--- src/rtl/spi_master_engine_pkg.sv ---
// Shared SPI engine types: one-hot state encoding, error codes and the coprocessor packet
// widths the processor packs against the engine's MaxTxWidth.
package SpiPkg;
  localparam int OpcodeWidth        = 8;
  localparam int OperandWidth       = 16;
  localparam int ShamtWidth         = 4;
  localparam int AluPacketWidth     = OpcodeWidth + 2 * OperandWidth;
  localparam int MulPacketWidth     = OpcodeWidth + 2 * OperandWidth;
  localparam int ShifterPacketWidth = OpcodeWidth + OperandWidth + ShamtWidth;
  localparam int MaxPacketWidth     = 40;

  typedef logic [6:0] spi_state_t;
  localparam spi_state_t ST_IDLE      = 7'b000_0001;
  localparam spi_state_t ST_SEND      = 7'b000_0010;
  localparam spi_state_t ST_SENDING   = 7'b000_0100;
  localparam spi_state_t ST_RECEIVE   = 7'b000_1000;
  localparam spi_state_t ST_RECEIVING = 7'b001_0000;
  localparam spi_state_t ST_DONE      = 7'b010_0000;
  localparam spi_state_t ST_FAIL      = 7'b100_0000;

  typedef enum logic [1:0] {
    ERR_NONE    = 2'd0,
    ERR_BAD_REQ = 2'd1,
    ERR_TIMEOUT = 2'd2,
    ERR_ABORT   = 2'd3
  } spi_error_t;

  // Keeps index/counter vectors at least one bit wide for degenerate parameter values.
  function automatic int clog2_min1(input int value);
    return (value <= 2) ? 1 : $clog2(value);
  endfunction
endpackage

--- src/rtl/spi_master_engine_if.sv ---
// Request/response bundle between the EXECUTE stage (master modport) and the SPI engine
// (slave modport). Signal prefixes are from the engine's point of view.
interface spi_master_engine_if
  import SpiPkg::*;
#(
  parameter int NumSlaves  = 3,
  parameter int MaxTxWidth = MaxPacketWidth,
  parameter int RxWidth    = 16
);
  localparam int SlaveWidth = clog2_min1(NumSlaves);
  localparam int LenWidth   = clog2_min1(MaxTxWidth + 1);

  logic                  i_start;
  logic [SlaveWidth-1:0] i_slave;
  logic [LenWidth-1:0]   i_tx_len;
  logic [MaxTxWidth-1:0] i_tx_data;
  logic                  i_abort;
  logic                  o_busy;
  logic                  o_done;
  logic                  o_error;
  spi_error_t            o_error_code;
  logic [RxWidth-1:0]    o_rx_data;

  modport master (
    output i_start, i_slave, i_tx_len, i_tx_data, i_abort,
    input  o_busy, o_done, o_error, o_error_code, o_rx_data
  );

  modport slave (
    input  i_start, i_slave, i_tx_len, i_tx_data, i_abort,
    output o_busy, o_done, o_error, o_error_code, o_rx_data
  );
endinterface

--- src/rtl/spi_master_engine_wait_timer.sv ---
// Slave-wait timer: counts cycles spent waiting for an acknowledge and flags when the
// count reaches TimeoutCycles. TimeoutCycles == 0 disables the timeout entirely.
module spi_wait_timer
  import SpiPkg::*;
#(
  parameter int TimeoutCycles = 255
) (
  input  logic i_clock,
  input  logic i_reset,
  input  logic i_clear,
  input  logic i_enable,
  output logic o_expired
);
  localparam int Width = clog2_min1(TimeoutCycles + 1);
  localparam logic [Width-1:0] Terminal = Width'(TimeoutCycles);

  logic [Width-1:0] r_count;

  always_ff @(posedge i_clock or negedge i_reset) begin
    if (!i_reset) begin
      r_count <= '0;
    end else if (i_clear) begin
      r_count <= '0;
    end else if (i_enable && !o_expired) begin
      r_count <= r_count + 1'b1;
    end
  end

  assign o_expired = (TimeoutCycles != 0) && (r_count == Terminal);
endmodule

--- src/rtl/spi_master_engine.sv ---
// SPI master engine: serialises one variable-length request to a selected coprocessor and
// collects its fixed-width reply, with wait-phase timeout, abort and error reporting.
//   state     | meaning
//   IDLE      | waiting for i_start; validates the request
//   SEND      | slave selected, mosi high, waiting for miso low (ready)
//   SENDING   | shifting out r_len request bits, LSB first
//   RECEIVE   | mosi low, waiting for miso high (start bit)
//   RECEIVING | shifting in RxWidth reply bits, LSB first
//   DONE      | one-cycle completion pulse, selects released
//   FAIL      | one-cycle error pulse, selects released
module spi_master_engine
  import SpiPkg::*;
#(
  parameter int NumSlaves     = 3,
  parameter int MaxTxWidth    = MaxPacketWidth,
  parameter int RxWidth       = 16,
  parameter int TimeoutCycles = 255
) (
  input  logic                 i_clock,
  input  logic                 i_reset,
  spi_master_engine_if.slave   io_req,
  output logic                 o_sclk,
  output logic [NumSlaves-1:0] o_nss,
  output logic                 o_mosi,
  input  logic                 i_miso
);
  localparam int SlaveWidth = clog2_min1(NumSlaves);
  localparam int LenWidth   = clog2_min1(MaxTxWidth + 1);
  localparam int CntWidth   = clog2_min1((MaxTxWidth > RxWidth) ? MaxTxWidth : RxWidth);

  spi_state_t            r_state;
  logic [SlaveWidth-1:0] r_slave;
  logic [LenWidth-1:0]   r_len;
  logic [MaxTxWidth-1:0] r_tx_shift;
  logic [RxWidth-1:0]    r_rx_shift;
  logic [RxWidth-1:0]    r_rx_data;
  logic [CntWidth-1:0]   r_bit_cnt;
  logic                  r_done;
  logic                  r_error;
  spi_error_t            r_error_code;

  logic w_req_valid;
  logic w_accept;
  logic w_last_tx_bit;
  logic w_last_rx_bit;
  logic w_selected;
  logic w_timer_clear;
  logic w_timer_en;
  logic w_timer_expired;

  assign w_req_valid = (int'(io_req.i_slave) < NumSlaves) &&
                       (io_req.i_tx_len != '0) &&
                       (int'(io_req.i_tx_len) <= MaxTxWidth);
  assign w_accept      = (r_state == ST_IDLE) && io_req.i_start && w_req_valid;
  assign w_last_tx_bit = (int'(r_bit_cnt) + 1 == int'(r_len));
  assign w_last_rx_bit = (int'(r_bit_cnt) == RxWidth - 1);
  assign w_selected    = |(r_state & (ST_SEND | ST_SENDING | ST_RECEIVE | ST_RECEIVING));

  // The wait timer restarts at each of the two handshake phases.
  assign w_timer_clear = w_accept || ((r_state == ST_SENDING) && w_last_tx_bit);
  assign w_timer_en    = !io_req.i_abort &&
                         (((r_state == ST_SEND) && i_miso) ||
                          ((r_state == ST_RECEIVE) && !i_miso));

  spi_wait_timer #(
    .TimeoutCycles(TimeoutCycles)
  ) u_wait_timer (
    .i_clock  (i_clock),
    .i_reset  (i_reset),
    .i_clear  (w_timer_clear),
    .i_enable (w_timer_en),
    .o_expired(w_timer_expired)
  );

  always_ff @(posedge i_clock or negedge i_reset) begin
    if (!i_reset) begin
      r_state      <= ST_IDLE;
      r_slave      <= '0;
      r_len        <= '0;
      r_tx_shift   <= '0;
      r_rx_shift   <= '0;
      r_rx_data    <= '0;
      r_bit_cnt    <= '0;
      r_done       <= 1'b0;
      r_error      <= 1'b0;
      r_error_code <= ERR_NONE;
    end else begin
      r_done  <= 1'b0;
      r_error <= 1'b0;
      case (r_state)
        ST_IDLE: begin
          if (io_req.i_start) begin
            if (w_req_valid) begin
              r_state      <= ST_SEND;
              r_slave      <= io_req.i_slave;
              r_len        <= io_req.i_tx_len;
              r_tx_shift   <= io_req.i_tx_data;
              r_bit_cnt    <= '0;
              r_error_code <= ERR_NONE;
            end else begin
              r_error      <= 1'b1;
              r_error_code <= ERR_BAD_REQ;
            end
          end
        end
        ST_SEND: begin
          if (io_req.i_abort) begin
            r_state      <= ST_FAIL;
            r_error      <= 1'b1;
            r_error_code <= ERR_ABORT;
          end else if (!i_miso) begin
            r_state <= ST_SENDING;
          end else if (w_timer_expired) begin
            r_state      <= ST_FAIL;
            r_error      <= 1'b1;
            r_error_code <= ERR_TIMEOUT;
          end
        end
        ST_SENDING: begin
          if (io_req.i_abort) begin
            r_state      <= ST_FAIL;
            r_error      <= 1'b1;
            r_error_code <= ERR_ABORT;
          end else begin
            r_tx_shift <= r_tx_shift >> 1;
            if (w_last_tx_bit) begin
              r_bit_cnt <= '0;
              r_state   <= ST_RECEIVE;
            end else begin
              r_bit_cnt <= r_bit_cnt + 1'b1;
            end
          end
        end
        ST_RECEIVE: begin
          if (io_req.i_abort) begin
            r_state      <= ST_FAIL;
            r_error      <= 1'b1;
            r_error_code <= ERR_ABORT;
          end else if (i_miso) begin
            r_state   <= ST_RECEIVING;
            r_bit_cnt <= '0;
          end else if (w_timer_expired) begin
            r_state      <= ST_FAIL;
            r_error      <= 1'b1;
            r_error_code <= ERR_TIMEOUT;
          end
        end
        ST_RECEIVING: begin
          if (io_req.i_abort) begin
            r_state      <= ST_FAIL;
            r_error      <= 1'b1;
            r_error_code <= ERR_ABORT;
          end else begin
            // Shadow shift register: o_rx_data only changes on a complete reply.
            r_rx_shift <= {i_miso, r_rx_shift[RxWidth-1:1]};
            if (w_last_rx_bit) begin
              r_rx_data <= {i_miso, r_rx_shift[RxWidth-1:1]};
              r_done    <= 1'b1;
              r_state   <= ST_DONE;
            end else begin
              r_bit_cnt <= r_bit_cnt + 1'b1;
            end
          end
        end
        ST_DONE: r_state <= ST_IDLE;
        ST_FAIL: r_state <= ST_IDLE;
        default: r_state <= ST_IDLE;
      endcase
    end
  end

  always_comb begin
    o_nss = '1;
    if (w_selected) begin
      o_nss[r_slave] = 1'b0;
    end
  end

  always_comb begin
    o_mosi = 1'b0;
    if (r_state == ST_SEND) begin
      o_mosi = 1'b1;
    end else if (r_state == ST_SENDING) begin
      o_mosi = r_tx_shift[0];
    end
  end

  assign o_sclk              = i_clock;
  assign io_req.o_busy       = (r_state != ST_IDLE);
  assign io_req.o_done       = r_done;
  assign io_req.o_error      = r_error;
  assign io_req.o_error_code = r_error_code;
  assign io_req.o_rx_data    = r_rx_data;
endmodule

--- src/flat_wrapper.sv ---
// flat-port wrapper written by rule: the top's interface ports become plain ports
module spi_master_engine_flat import SpiPkg::*;
#(
  parameter int NumSlaves     = 3,
  parameter int MaxTxWidth    = MaxPacketWidth,
  parameter int RxWidth       = 16,
  parameter int TimeoutCycles = 255
)
  (i_clock, i_reset, o_sclk, o_nss, o_mosi, i_miso, io_req_i_start, io_req_i_slave, io_req_i_tx_len, io_req_i_tx_data, io_req_i_abort, io_req_o_busy, io_req_o_done, io_req_o_error, io_req_o_error_code, io_req_o_rx_data);
  spi_master_engine_if #(.NumSlaves(NumSlaves), .MaxTxWidth(MaxTxWidth), .RxWidth(RxWidth)) io_req_i ();
  input  logic i_clock;
  input  logic i_reset;
  output logic o_sclk;
  output logic [NumSlaves-1:0] o_nss;
  output logic o_mosi;
  input  logic i_miso;
  input wire logic [$bits(io_req_i.i_start)-1:0] io_req_i_start;
  input wire logic [$bits(io_req_i.i_slave)-1:0] io_req_i_slave;
  input wire logic [$bits(io_req_i.i_tx_len)-1:0] io_req_i_tx_len;
  input wire logic [$bits(io_req_i.i_tx_data)-1:0] io_req_i_tx_data;
  input wire logic [$bits(io_req_i.i_abort)-1:0] io_req_i_abort;
  output wire logic [$bits(io_req_i.o_busy)-1:0] io_req_o_busy;
  output wire logic [$bits(io_req_i.o_done)-1:0] io_req_o_done;
  output wire logic [$bits(io_req_i.o_error)-1:0] io_req_o_error;
  output wire logic [$bits(io_req_i.o_error_code)-1:0] io_req_o_error_code;
  output wire logic [$bits(io_req_i.o_rx_data)-1:0] io_req_o_rx_data;
  assign io_req_i.i_start = io_req_i_start;
  assign io_req_i.i_slave = io_req_i_slave;
  assign io_req_i.i_tx_len = io_req_i_tx_len;
  assign io_req_i.i_tx_data = io_req_i_tx_data;
  assign io_req_i.i_abort = io_req_i_abort;
  assign io_req_o_busy = io_req_i.o_busy;
  assign io_req_o_done = io_req_i.o_done;
  assign io_req_o_error = io_req_i.o_error;
  assign io_req_o_error_code = io_req_i.o_error_code;
  assign io_req_o_rx_data = io_req_i.o_rx_data;
  spi_master_engine #(.NumSlaves(NumSlaves), .MaxTxWidth(MaxTxWidth), .RxWidth(RxWidth), .TimeoutCycles(TimeoutCycles)) u_core (.i_clock(i_clock), .i_reset(i_reset), .io_req(io_req_i), .o_sclk(o_sclk), .o_nss(o_nss), .o_mosi(o_mosi), .i_miso(i_miso));
endmodule
--- config.mk ---
export PLATFORM = sky130hd
export DESIGN_NAME = spi_master_engine_flat
export DESIGN_NICKNAME = d
export VERILOG_FILES = /design/src/rtl/spi_master_engine_pkg.sv /design/src/rtl/spi_master_engine_if.sv /design/src/rtl/spi_master_engine_wait_timer.sv /design/src/rtl/spi_master_engine.sv /design/src/flat_wrapper.sv
export SDC_FILE = /design/constraint.sdc
export NUM_CORES = 1
export LEC_CHECK = 0
export CAP_MARGIN = 25
export CORE_MARGIN = 2
export CORE_UTILIZATION = 37
export CTS_BUF_LIST = sky130_fd_sc_hd__clkbuf_4 sky130_fd_sc_hd__clkbuf_8 sky130_fd_sc_hd__clkbuf_16
export CTS_CLUSTER_DIAMETER = 60
export DETAILED_ROUTE_END_ITERATION = 16
export GPL_TIMING_DRIVEN = 0
export REMOVE_ABC_BUFFERS = 1
export SYNTH_ARGS = -nofsm -noshare
export SYNTH_HDL_FRONTEND = slang
export SYNTH_SLANG_ARGS = --single-unit
--- constraint.sdc ---
create_clock -name i_clock -period 3 [get_ports i_clock]
set_input_delay 0.3 -clock i_clock [delete_from_list [all_inputs] [get_ports i_clock]]
set_output_delay 0.3 -clock i_clock [all_outputs]
set_load 0.1 [all_outputs]
==> reports/metrics.yaml <==
status:
  outcome: "finished, final reports clean"
clock_network:
  clk_latency_ns: 0.45
  cts_tree: "done"
  cts.clk_slew.worst_paths_ns: 0.07
place:
  dpl.hpwl_microns: 6706
  dpl_cell_area_sq_mm: 0.005819
  port_buffers: 78
  pre_cts_ws_ns: -0.9617
  gp_congestion: 0.8159
worst_setup_path:
  setup.worst_path.start: "u_core.r_state[3]"
  crit_arrival_ns: 2.66
  r2r_start: "u_core.r_state[3]"
  cp.required_ns: 2.70
  crit_type: "reg2out"
  worstRegToRegCells: 6
  r2r_end: "u_core.u_wait_timer.r_count[1]"
  critPathCaptureType: "primary output"
  reg2reg_setup_slack_ns: 0.19
  path_max_fanout: 12
  critPathCapture: "io_req_o_busy"
  start_kind: "register"
sta:
  hold_slack_ns: 0.4030
  drv_slew: 0
  hold_viol_final: 0
  final.period_utilization_pct: 98.75
  rsz0062_at_grt: "yes"
  skew_ns: 0.007759
  finalWorstSetupSlack_ns: 0.03743
  max_slew_margin_pct: 32.63
  finalSetupViolations: 0
  tightest_slew_ns: 1.007
  finalSetupTns_ns: 0
  final_period_minus_worst_setup_slack_ns: 2.963
  fmaxAchievable_mhz: 337.5
grt:
  grt_antenna_before_repair: 0
  first_global_vias: 3712
  met3_usage_pct: 4.215
  grt_pass1_wl_microns: 17670
  grt.met1_usage_pct: 20.54
  grt_max_degree: 58
  overflow: 0
  track_usage_pct: 15.30
  busiest_layer: "met2"
  use_met2_pct: 24.60
power_and_ir_drop:
  p_int_uw: 3016
  p_leak_uw: 0.002728
  seqPwrFrac_pct: 42.5
  netSwitchingPower_uw: 1574
  max-vdd-ir-drop_mv: 0.3141
  comb_power_share_pct: 26.0
  switching_share_pct: 34.30
  clockPowerShare_pct: 31.6
  p_per_area_mw_per_mm2: 733.9
logic_synthesis:
  yosysTopAreaCell: "dfrtp_1"
  ys_ff_latch: 104
  synth.top_cell.area_share_pct: 52.39
  syn_area_sq_mm: 0.004920
  ys_seq_area_share_pct: 52.92
  synthesis.instances: 489
  synth.most_common_cell: "dfrtp_1"
  synth_cell_types: 47
  syn_avg_cell_area_sq_um: 10.06
  async_reset_ff_share_pct: 100.0
  netlist_top_cells_area: "dfrtp_1 (52%), mux2_2 (9.2%), nand2_1 (7.2%)"
  synth.yosys.warnings: 0
  synth_commonest_cells: "dfrtp_1 (103), nand2_1 (95), nor2_1 (55), a31oi_1 (40), mux2_2 (40)"
  synth_edf_count: 0
  synth-main-ff-cell: "dfrtp_1"
final_layout:
  final_util_pct: 47.61
  stdcell_area_sq_mm: 0.006255
  drive_gt1_share_pct: 14.51
  diodes: 0
  final_nets: 615
  area_delta_synth_final_pct: 27.14
route:
  drc: 0
  dr.pass1.iters: 4
  routed_wirelength_microns: 10540
  routed_via_density: 5.028
  routedWlPerCell_microns: 14.23
  antenna_left: 0
  drt_iter0_drc: 192
  dr_total_vias: 3726
floorplanning:
  core_sq_mm: 0.01314
  die_x_microns: 119.3
  std_cell_rows: 42
  initial_core_util_pct: 37.45
  die_height_microns: 119.3
  io_pins: 79
  dieArea_sq_mm: 0.01423
worst_hold_path:
  hold_path.class: "in2reg"
flow_run:
  drv_cap: 0
==> flip-flops by register name, indices dropped and copies added (netlist names) <==
signal	flops
u_core.io_req.o_done	1
u_core.r_slave	2
u_core.r_rx_shift	15
u_core.io_req.o_error	1
u_core.r_len	6
u_core.r_bit_cnt	6
u_core.r_tx_shift	40
u_core.r_state	7
u_core.io_req.o_rx_data	16
u_core.u_wait_timer.r_count	8
u_core.io_req.o_error_code	2
==> metrics by stage <==
stage	std cells	power, uW
after floorplan	460	2778
after global placement	714	3204
after detailed placement	717	3241
after CTS	738	4595
after global routing	741	4901
final	741	4590
==> cell usage in the layout, fill, tap and decap left out, drive strengths merged, types with 3 or more instances in the layout <==
cell	instances
xnor2	8
inv	13
nor3	6
o31a	4
o22ai	3
or3	6
nor2b	8
clkbuf	14
nor2	55
a21boi	4
a211o	3
mux2i	3
xor2	8
o21ai	11
clkdlybuf4s50	71
nand3	11
mux2	41
a31oi	40
dfrtp	103
clkdlybuf4s15	3
nand4	5
and3	4
a21oi	8
nand2	95
buf	6
==> timing repair <==
action / in CTS / in global routing
setup buffers: 0 / 2
gates cloned: 1 / 1
hold endpoints to repair: 55 / 0
setup endpoints to repair: 62 / 35
hold buffers: 1 / 0
resized for setup: 18 / 6
pin swaps: 1 / 2
==> metal layers <==
metal,vias up,wire length (microns)
li1,1837,-
met1,1796,5114
met2,83,4761
met3,10,535
met4,0,129
met5,-,0
==> area by class of cell <==
class                   count  area [sq um]
multi-input cells         349          2162
repair buffers             83         862.1
flip-flops and latches    104          2604
well taps                 176         220.2
inverters                   9         33.78
clock buffers              13         309.0
fillers                  1278          6883
clock inverters             7         63.81
==> worst min path at each step <==
stage,start,end,slack (ns),depth (start not counted)
floorplan,i_reset,u_core.io_req.o_done,0.004,0
global placement,u_core.io_req.o_error_code[1],u_core.io_req.o_error_code[1],0.46,1
detailed placement,i_reset,u_core.r_tx_shift[10],0.43,1
CTS,io_req_i_tx_data[24],u_core.r_tx_shift[24],0.39,3
global route,io_req_i_tx_data[23],u_core.r_tx_shift[23],0.40,3
finish,io_req_i_tx_data[25],u_core.r_tx_shift[25],0.40,3
==> power by group through the flow <==
stage          Clock (uW)  Sequential (uW)  Combinational (uW)
3_5_place_dp          131             1970                1140
2_1_floorplan           0             2000                 778
3_3_place_gp          131             1970                1110
5_1_grt              1570             1990                1340
6_report             1450             1950                1190
4_1_cts              1500             1950                1150
==> critical path, cell delays in order (launching register included) <==
cell             delay [ns]
dfrtp_1                0.54
or3_1                  0.44
or4b_1                 0.69
clkdlybuf4s15_2        0.53
==> kinds of logic after synthesis <==
kind of cell / count (synthesis) / share of synthesized area, %
buffers and inverters: 38 / 4.603
XOR/XNOR: 16 / 2.849
AND/OR/NAND/NOR: 202 / 17.98
flip-flops: 104 / 52.92
AO/OA/AOI/OAI: 83 / 11.14
adder cells (fa/ha/maj): 2 / 0.5086
multiplexers: 44 / 9.995
No activity file was read; power rests on OpenSTA's default activity.
